<file path="src/rtl/c2_pkg.sv">
// Shared C2 protocol definitions: command bytes, completion status codes and
// command validation. Used by both the C2 host initiator and the responder.
package c2_pkg;

    localparam logic [7:0] CMD_LOAD_CODE  = 8'h1C;
    localparam logic [7:0] CMD_LOAD_DATA  = 8'h1D;
    localparam logic [7:0] CMD_CONT_EXEC  = 8'hCE;
    localparam logic [7:0] CMD_DEBUG_EXEC = 8'hDE;

    typedef enum logic [1:0] {
        C2_OK      = 2'd0,
        C2_NACK    = 2'd1,
        C2_TIMEOUT = 2'd2,
        C2_BADCMD  = 2'd3
    } c2_status_t;

    function automatic logic is_valid_cmd(input logic [7:0] cmd);
        return (cmd == CMD_LOAD_CODE)  || (cmd == CMD_LOAD_DATA) ||
               (cmd == CMD_CONT_EXEC)  || (cmd == CMD_DEBUG_EXEC);
    endfunction

endpackage

</file>
<file path="src/rtl/c2_host_initiator.sv">
// C2 UART command initiator: sends a command byte, checks its echo, streams the
// payload and forwards post-ACK RX traffic. Define C2_ACK_TIMEOUT_EN to bound the ACK wait.
module c2_host_initiator
    import c2_pkg::*;
#(
    parameter int unsigned LEN_W              = 16,
    parameter int unsigned ACK_TIMEOUT_CYCLES = 1_000_000
) (
    input  logic             clk_i,
    input  logic             rst_ni,
    input  logic             req_valid_i,
    output logic             req_ready_o,
    input  logic [7:0]       req_cmd_i,
    input  logic [LEN_W-1:0] req_len_i,
    input  logic [7:0]       pay_data_i,
    input  logic             pay_valid_i,
    output logic             pay_ready_o,
    output logic [7:0]       uart_tx_data_o,
    output logic             uart_tx_start_o,
    input  logic             uart_tx_done_i,
    input  logic [7:0]       uart_rx_data_i,
    input  logic             uart_rx_ready_i,
    output logic [7:0]       rx_data_o,
    output logic             rx_valid_o,
    output logic             rsp_valid_o,
    output logic [1:0]       rsp_status_o,
    output logic             busy_o
);

    typedef enum logic [2:0] {
        S_IDLE, S_CMD_TX, S_CMD_WAIT, S_ACK_WAIT,
        S_PAY_FETCH, S_PAY_TX, S_PAY_WAIT, S_RESP
    } state_t;

    state_t           state_q, state_d;
    logic [7:0]       cmd_q, cmd_d;
    logic [LEN_W-1:0] rem_q, rem_d;
    logic [7:0]       tx_data_q, tx_data_d;
    logic [7:0]       echo_q, echo_d;
    logic             echo_vld_q, echo_vld_d;
    c2_status_t       status_q, status_d;
    logic [7:0]       rx_data_q, rx_data_d;
    logic             rx_valid_q, rx_valid_d;
    logic             echo_hit;
    logic [7:0]       echo_byte;

`ifdef C2_ACK_TIMEOUT_EN
    localparam int unsigned TO_W = (ACK_TIMEOUT_CYCLES > 2) ? $clog2(ACK_TIMEOUT_CYCLES) : 1;
    logic [TO_W-1:0] to_cnt_q, to_cnt_d;
`endif

    // An echo seen during S_CMD_WAIT is held until S_ACK_WAIT; otherwise it arrives live.
    assign echo_hit  = echo_vld_q || uart_rx_ready_i;
    assign echo_byte = echo_vld_q ? echo_q : uart_rx_data_i;

    always_comb begin
        state_d         = state_q;
        cmd_d           = cmd_q;
        rem_d           = rem_q;
        tx_data_d       = tx_data_q;
        echo_d          = echo_q;
        echo_vld_d      = echo_vld_q;
        status_d        = status_q;
        rx_data_d       = rx_data_q;
        rx_valid_d      = 1'b0;
        req_ready_o     = 1'b0;
        pay_ready_o     = 1'b0;
        uart_tx_start_o = 1'b0;
        rsp_valid_o     = 1'b0;
`ifdef C2_ACK_TIMEOUT_EN
        to_cnt_d        = to_cnt_q;
`endif
        unique case (state_q)
            S_IDLE: begin
                req_ready_o = 1'b1;
                if (req_valid_i) begin
                    cmd_d      = req_cmd_i;
                    rem_d      = req_len_i;
                    echo_vld_d = 1'b0;
                    if (is_valid_cmd(req_cmd_i)) begin
                        tx_data_d = req_cmd_i;
                        state_d   = S_CMD_TX;
                    end else begin
                        status_d = C2_BADCMD;
                        state_d  = S_RESP;
                    end
                end
            end
            S_CMD_TX: begin
                uart_tx_start_o = 1'b1;
                state_d         = S_CMD_WAIT;
            end
            S_CMD_WAIT: begin
                if (uart_rx_ready_i && !echo_vld_q) begin
                    echo_d     = uart_rx_data_i;
                    echo_vld_d = 1'b1;
                end
                if (uart_tx_done_i) begin
                    state_d = S_ACK_WAIT;
`ifdef C2_ACK_TIMEOUT_EN
                    to_cnt_d = '0;
`endif
                end
            end
            S_ACK_WAIT: begin
`ifdef C2_ACK_TIMEOUT_EN
                to_cnt_d = to_cnt_q + TO_W'(1);
`endif
                if (echo_hit) begin
                    echo_vld_d = 1'b0;
                    if (echo_byte != cmd_q) begin
                        status_d = C2_NACK;
                        state_d  = S_RESP;
                    end else if (rem_q == '0) begin
                        status_d = C2_OK;
                        state_d  = S_RESP;
                    end else begin
                        state_d = S_PAY_FETCH;
                    end
                end
`ifdef C2_ACK_TIMEOUT_EN
                else if (to_cnt_q == TO_W'(ACK_TIMEOUT_CYCLES - 1)) begin
                    status_d = C2_TIMEOUT;
                    state_d  = S_RESP;
                end
`endif
            end
            S_PAY_FETCH: begin
                pay_ready_o = 1'b1;
                if (pay_valid_i) begin
                    tx_data_d = pay_data_i;
                    state_d   = S_PAY_TX;
                end
            end
            S_PAY_TX: begin
                uart_tx_start_o = 1'b1;
                state_d         = S_PAY_WAIT;
            end
            S_PAY_WAIT: begin
                if (uart_tx_done_i) begin
                    rem_d = rem_q - LEN_W'(1);
                    if (rem_q == LEN_W'(1)) begin
                        status_d = C2_OK;
                        state_d  = S_RESP;
                    end else begin
                        state_d = S_PAY_FETCH;
                    end
                end
            end
            S_RESP: begin
                rsp_valid_o = 1'b1;
                state_d     = S_IDLE;
            end
            default: state_d = S_IDLE;
        endcase

        // Loader/dumper traffic is forwarded only once the ACK has been consumed.
        if (uart_rx_ready_i && (state_q inside {S_PAY_FETCH, S_PAY_TX, S_PAY_WAIT, S_RESP})) begin
            rx_valid_d = 1'b1;
            rx_data_d  = uart_rx_data_i;
        end
    end

    always_ff @(posedge clk_i or negedge rst_ni) begin
        if (!rst_ni) begin
            state_q    <= S_IDLE;
            cmd_q      <= '0;
            rem_q      <= '0;
            tx_data_q  <= '0;
            echo_q     <= '0;
            echo_vld_q <= 1'b0;
            status_q   <= C2_OK;
            rx_data_q  <= '0;
            rx_valid_q <= 1'b0;
`ifdef C2_ACK_TIMEOUT_EN
            to_cnt_q   <= '0;
`endif
        end else begin
            state_q    <= state_d;
            cmd_q      <= cmd_d;
            rem_q      <= rem_d;
            tx_data_q  <= tx_data_d;
            echo_q     <= echo_d;
            echo_vld_q <= echo_vld_d;
            status_q   <= status_d;
            rx_data_q  <= rx_data_d;
            rx_valid_q <= rx_valid_d;
`ifdef C2_ACK_TIMEOUT_EN
            to_cnt_q   <= to_cnt_d;
`endif
        end
    end

    assign uart_tx_data_o = tx_data_q;
    assign rx_data_o      = rx_data_q;
    assign rx_valid_o     = rx_valid_q;
    assign rsp_status_o   = status_q;
    assign busy_o         = (state_q != S_IDLE);

endmodule
</file>
<file path="config.mk">
export PLATFORM = sky130hd
export DESIGN_NAME = c2_host_initiator
export DESIGN_NICKNAME = d
export VERILOG_FILES = /design/src/rtl/c2_pkg.sv /design/src/rtl/c2_host_initiator.sv
export SDC_FILE = /design/constraint.sdc
export NUM_CORES = 1
export LEC_CHECK = 0
export CAP_MARGIN = 10
export CORE_ASPECT_RATIO = 1.1
export CORE_UTILIZATION = 25
export CTS_CLUSTER_DIAMETER = 120
export DETAILED_ROUTE_END_ITERATION = 16
export HOLD_SLACK_MARGIN = 0.08
export SYNTH_ARGS = -nofsm -noshare
export SYNTH_HDL_FRONTEND = slang
export SYNTH_SLANG_ARGS = --single-unit
</file>
<file path="constraint.sdc">
create_clock -name clk_i -period 2.35 [get_ports clk_i]
set_clock_uncertainty 0.2 [all_clocks]
set_input_delay 0.235 -clock clk_i [delete_from_list [all_inputs] [get_ports clk_i]]
set_output_delay 0.235 -clock clk_i [all_outputs]
set_load 0.05 [all_outputs]
</file>
# Word level (Yosys, flattened, before mapping)
# Index checks and enable logic that the tools add are counted.
totals:
  regBits: 55
  in_bits: 46
  out_inout_bits: 24
  elab_cells: 91
classes:
  add_sub_neg: 1
  n_eq_ne: 23
  muxes: 35
  reduce_logical: 23
op_table:
  columns: ["op", "n"]
  rows:
  - ["two-way mux 16 bit", 2]
  - ["two-way mux 8 bit", 4]
  - ["case mux 16 bit (2 select lines)", 1]
  - ["case mux 3 bit (8 select lines)", 1]
  - ["two-way mux 2 bit", 10]
  - ["two-way mux 3 bit", 6]
  - ["inequality test 2 bit, second input constant", 9]
  - ["== test 16 x 1 -> 1 bit, second input constant", 1]
  - ["== test 8 x 5 -> 1 bit, second input constant", 2]
  - ["== test 8 bit, second input constant", 2]
  - ["zero test 16 bit", 1]
  - ["case mux 8 bit (2 select lines)", 1]
  - ["subtractor 16 x 1 -> 16 bit, second input constant", 1]
  - ["== test 3 bit, second input constant", 4]
  - ["nonzero test 3 bit", 3]
  - ["two-way mux 1 bit", 8]
  - ["inequality test 8 bit", 1]
  - ["AND reduction 4 bit", 2]
  - ["AND reduction 7 bit", 1]
  - ["== test 3 x 2 -> 1 bit, second input constant", 2]
  - ["case mux 2 bit (3 select lines)", 1]
  - ["AND reduction 5 bit", 1]
  - ["logical OR 1 bit", 4]
  - ["AND reduction 2 bit", 2]
  - ["10 further kinds", 12]

# Logic depth before layout (Yosys ltp)
depth:
  depth_word: 7
  ltp_mapped: 8
  mapped_depth_nobuf: 7

# Worst setup path after synthesis
# OpenSTA, ideal clock, no wires.
synth_timing:
  kind: "register -> register"
  start: "register state_q[2]"
  end: "register rem_q[13]"
  setup_ps: 121
  arrival_ps: 3018
  required_time_ps: 2029
  setup_slack_ps: -990
  stages_incl_launch_ff: 8
  n_path_buf: 1
  synth_period_minus_slack_ps: 3340
  cell_sequence: "dfrtp_1 nor3_1 inv_2 o22ai_1 nand2b_1 clkbuf_1 nor2_1 o22a_1"
synth_via:
  elab_chain_len: 3
  elab_cells_between_ends: 7
  cone_classes: "3 x eq/ne; 1 x mux; 3 x reduce/logical"
synth_rtl:
  columns: ["element", "line", "source"]
  rows:
  - ["from (decl)", "c2_host_initiator.sv:35", "state_t state_q, state_d;"]
  - ["from (signal assigned)", "c2_host_initiator.sv:179", "state_q <= state_d;"]
  - ["== test 3 bit / zero test 3 bit (equally long branches)", "c2_host_initiator.sv:73", "unique case (state_q)"]
  - ["inequality test 2 bit (no line) / nonzero test 2 bit (equally long branches)", null, null]
  - ["AND reduction 3 bit (no line)", null, null]
  - ["to (signal assigned)", "c2_host_initiator.sv:181", "rem_q <= rem_d;"]
  - ["to (decl)", "c2_host_initiator.sv:37", "logic [LEN_W-1:0] rem_q, rem_d;"]
# Parallel ways exist; a longest one is shown, timed or not.
# A chain may end at the register's enable or synchronous reset.

# Worst setup path in the final report
layout_timing:
  start: "register echo_vld_q"
  end: "register state_q[0]"
layout_via:
  elab_chain_len: 5
  elab_cells_between_ends: 8
  cone_classes: "2 x eq/ne; 4 x mux; 2 x reduce/logical"
layout_rtl:
  columns: ["element", "line", "source"]
  rows:
  - ["from (decl)", "c2_host_initiator.sv:40", "logic echo_vld_q, echo_vld_d;"]
  - ["from (signal assigned)", "c2_host_initiator.sv:184", "echo_vld_q <= echo_vld_d;"]
  - ["two-way mux 8 bit", "c2_host_initiator.sv:54", "assign echo_byte = echo_vld_q ? echo_q : uart_rx_data_i;"]
  - ["inequality test 8 bit", "c2_host_initiator.sv:111", "if (echo_byte != cmd_q) begin"]
  - ["two-way mux 2 bit", "c2_host_initiator.sv:111", null]
  - ["two-way mux 3 bit", "c2_host_initiator.sv:109", "if (echo_hit) begin"]
  - ["case mux 3 bit (8 select lines)", "c2_host_initiator.sv:73", null]
# Parallel ways exist; a longest one is shown, timed or not. The select of a mux whose other input is x is not followed.

==> run metrics <==
FF+latch count, synth=55; worst path required time=2.33 ns; Final Max Slew Viols=0; Tightest Pin Transition=between 0.7 and 0.8 ns; Mapped Nets=355; final worst slack=0.0767 ns; layout net count=approximately 450; critical path arrival=2.25 ns; commonest non-fill, non-tap cells in the layout=64 x clkdlybuf4s50_1, 54 x dfrtp_1, 41 x nor2_1; first-pass GRT wire length=12,800 um; crit path launch type=register; DP Area=4020 um^2; Max H-tree Level=2; reg2reg setup slack=0.08 ns; num ports=70; port bufs=69; crit path time final=2.27 ns; Hold Slack=0.308 ns; synthesis-to-layout area growth=43.3%; row count=41; die area=around 12,000 um^2; yosys warns=0; total power=5.98 mW; Longest Clk Path Bufs=2; CP Max Fanout=4; DRC viols=0; routability cong.=0.816; core area=approximately 11,000 um^2; Clock Power Share=0.149; Max Fclk=440 MHz; Die Ht=116 um; First DRT Iteration DRCs=~110; Initial Utilization=0.257; Post-Layout Inst Area=4230 um^2; largest net degree at the start of global routing=56; Root Buffer=clkbuf_16; DR vias/cell=4.77; die width=approximately 110 um; Power Dens Cells=roughly 1400 nW/um^2; Inserted Clock Buffers=5; detailed-placement wirelength estimate=5650 um; Max-slew headroom=0.509; share of layout cells above drive strength 1=0.190; Worst Setup End Kind=register; via count=2,627; post-synthesis sequential area ratio=0.466; Gate Count Post-Synth=306; final worst-path cycle share=0.967; DRT Wirelength=7780 um; CTS tree=built; ANT cells=0; Yosys cell types=44; antenna-violating nets left=0; Hold WC Path Type=register to register; WL/cell=14.1 um; LEAKAGE=1.70 nW; unrepaired setup endpoints after global routing=true; initial antenna violation count=0; Area contributors post-synth=dfrtp_1 47%, mux2_2 9.1%, mux2i_1 5.4%; area leader, netlist=dfrtp_1; run status=completed; top cell type's share of synthesized area=0.466; max_cap viols=0; vias in the first global route=2,620; Worst Path Class, Setup=register to register; P_int=3.36 mW; P_sw=2.62 mW; gr ovfl total=0; setup TNS=0 ns; Place WS=-0.191 ns; Clock transition at path regs=0.07 ns; peak supply drop=696 uV; detailed-router iteration count before antenna repair=4; switching share of total power=0.438; most common cell after layout, fill and taps aside=clkdlybuf4s50_1; GRT Overall Usage=0.132; Final Hold Violating Endpoints=0; Clock Latency Late Sink=slightly below 0.3 ns; clock sink total=55; Seq pwr share=0.297; Comb power frac=0.554; Mapped Avg Cell Area=9.66 um^2; # fillers=between 1,000 and 1,500; final setup fails=0; Post-Syn Area=between 2000 and 3000 um^2
==> flip-flops by register name, indices dropped and copies added (netlist names), 2 cells and up <==
signal,count
echo_q,8
rx_data_o,8
state_q,3
rem_q,16
uart_tx_data_o,8
cmd_q,8
rsp_status_o,2
==> timing repair <==
item | CTS | global route
endpoints found under the setup margin | 1 | 3
setup buffers | 0 | 3
gates resized for setup | 1 | 1
hold buffers | 1 | 0
endpoints found under the hold margin | 55 | 0
pin swaps | 0 | 0
==> power by group through the flow <==
stage | sequential, mW | clock [mW] | combinational, mW
6_report | 1.78 | 0.889 | 3.31
5_1_grt | 1.85 | 0.947 | 3.61
4_1_cts | 1.80 | 0.920 | 3.26
3_5_place_dp | 1.81 | 0 | 3.24
3_3_place_gp | 1.80 | 0 | 3.19
2_1_floorplan | 2.26 | 0 | 1.74
==> path summary, 6_finish.rpt <==
path | from | to | cells past startpoint
max | echo_vld_q | state_q[0] | 7
min | rx_data_o[2] | rx_data_o[2] | 1
max reg2reg | echo_vld_q | state_q[0] | 7
min reg2reg | rx_data_o[2] | rx_data_o[2] | 1
max in group asynchronous | rst_ni | echo_vld_q | 3
min in group asynchronous | rst_ni | rem_q[7] | 3
==> per-stage QoR <==
step,std cells,utilization
6_report,551,0.368
5_1_grt,551,0.368
4_1_cts,548,0.366
3_5_place_dp,539,0.349
3_3_place_gp,539,0.349
2_1_floorplan,306,-
==> per-layer routing <==
| layer | up-vias | track usage | part of all wire |
|---|---|---|---|
| met1 | 1252 | 0.156 | 0.44 |
| li1 | 1303 | - | - |
| met3 | 4 | 0.0332 | 0.055 |
| met4 | 0 | 0.0306 | 0.0054 |
| met5 | - | 0 | 0 |
| met2 | 68 | 0.241 | 0.50 |
==> cells in the mapped netlist, drive strengths merged <==
master,count
nor2,42
nor3b,1
o21ai,26
o311a,1
o32a,1
o22a,2
o21a,1
mux2i,16
a31oi,4
or4b,1
nand2,20
nand4,2
mux2,24
nor3,7
nand3,7
dfrtp,55
a2111oi,1
and3,1
o32ai,1
a221o,1
and2,1
buf,3
a32o,1
ha,3
a22oi,3
o2bb2ai,1
nand2b,2
nor4,10
xnor2,8
clkbuf,11
o22ai,2
o31ai,1
a211oi,2
nand4b,1
a21oi,30
inv,8
a32oi,3
nand3b,2
==> cell type report <==
cell class	instances	area (um^2)	area share
clock buffers	6	139	0.0328
clock inverters	2	35.0	0.00827
inverters	8	32.5	0.00768
multi-input cells	229	1500	0.353
flip-flops and latches	55	1380	0.325
well taps	150	188	0.0443
repair buffers	101	966	0.228
==> kinds of logic (layout without fill, tap and decap cells) <==
| group | Yosys count | after routing | share of synthesized area |
|---|---|---|---|
| xor gates and xnor gates | 8 | 8 | 0.0237 |
| AOI/OAI and AO/OA | 81 | 81 | 0.163 |
| adders and majority gates | 3 | 3 | 0.0127 |
| and+or+nand+nor | 97 | 97 | 0.157 |
| muxes | 40 | 40 | 0.146 |
| DFF | 55 | 55 | 0.466 |
| buffers and inverters | 22 | 117 | 0.0322 |
==> critical path, cell delays in order (launching register included) <==
cell and delay [ns]:
dfrtp_2 0.39, buf_2 0.18, mux2i_1 0.24, xnor2_1 0.10, nor4_2 0.24, nand2_1 0.11
o311a_1 0.36, o32a_1 0.34
Note: power is estimated with default switching activity, not from simulation.
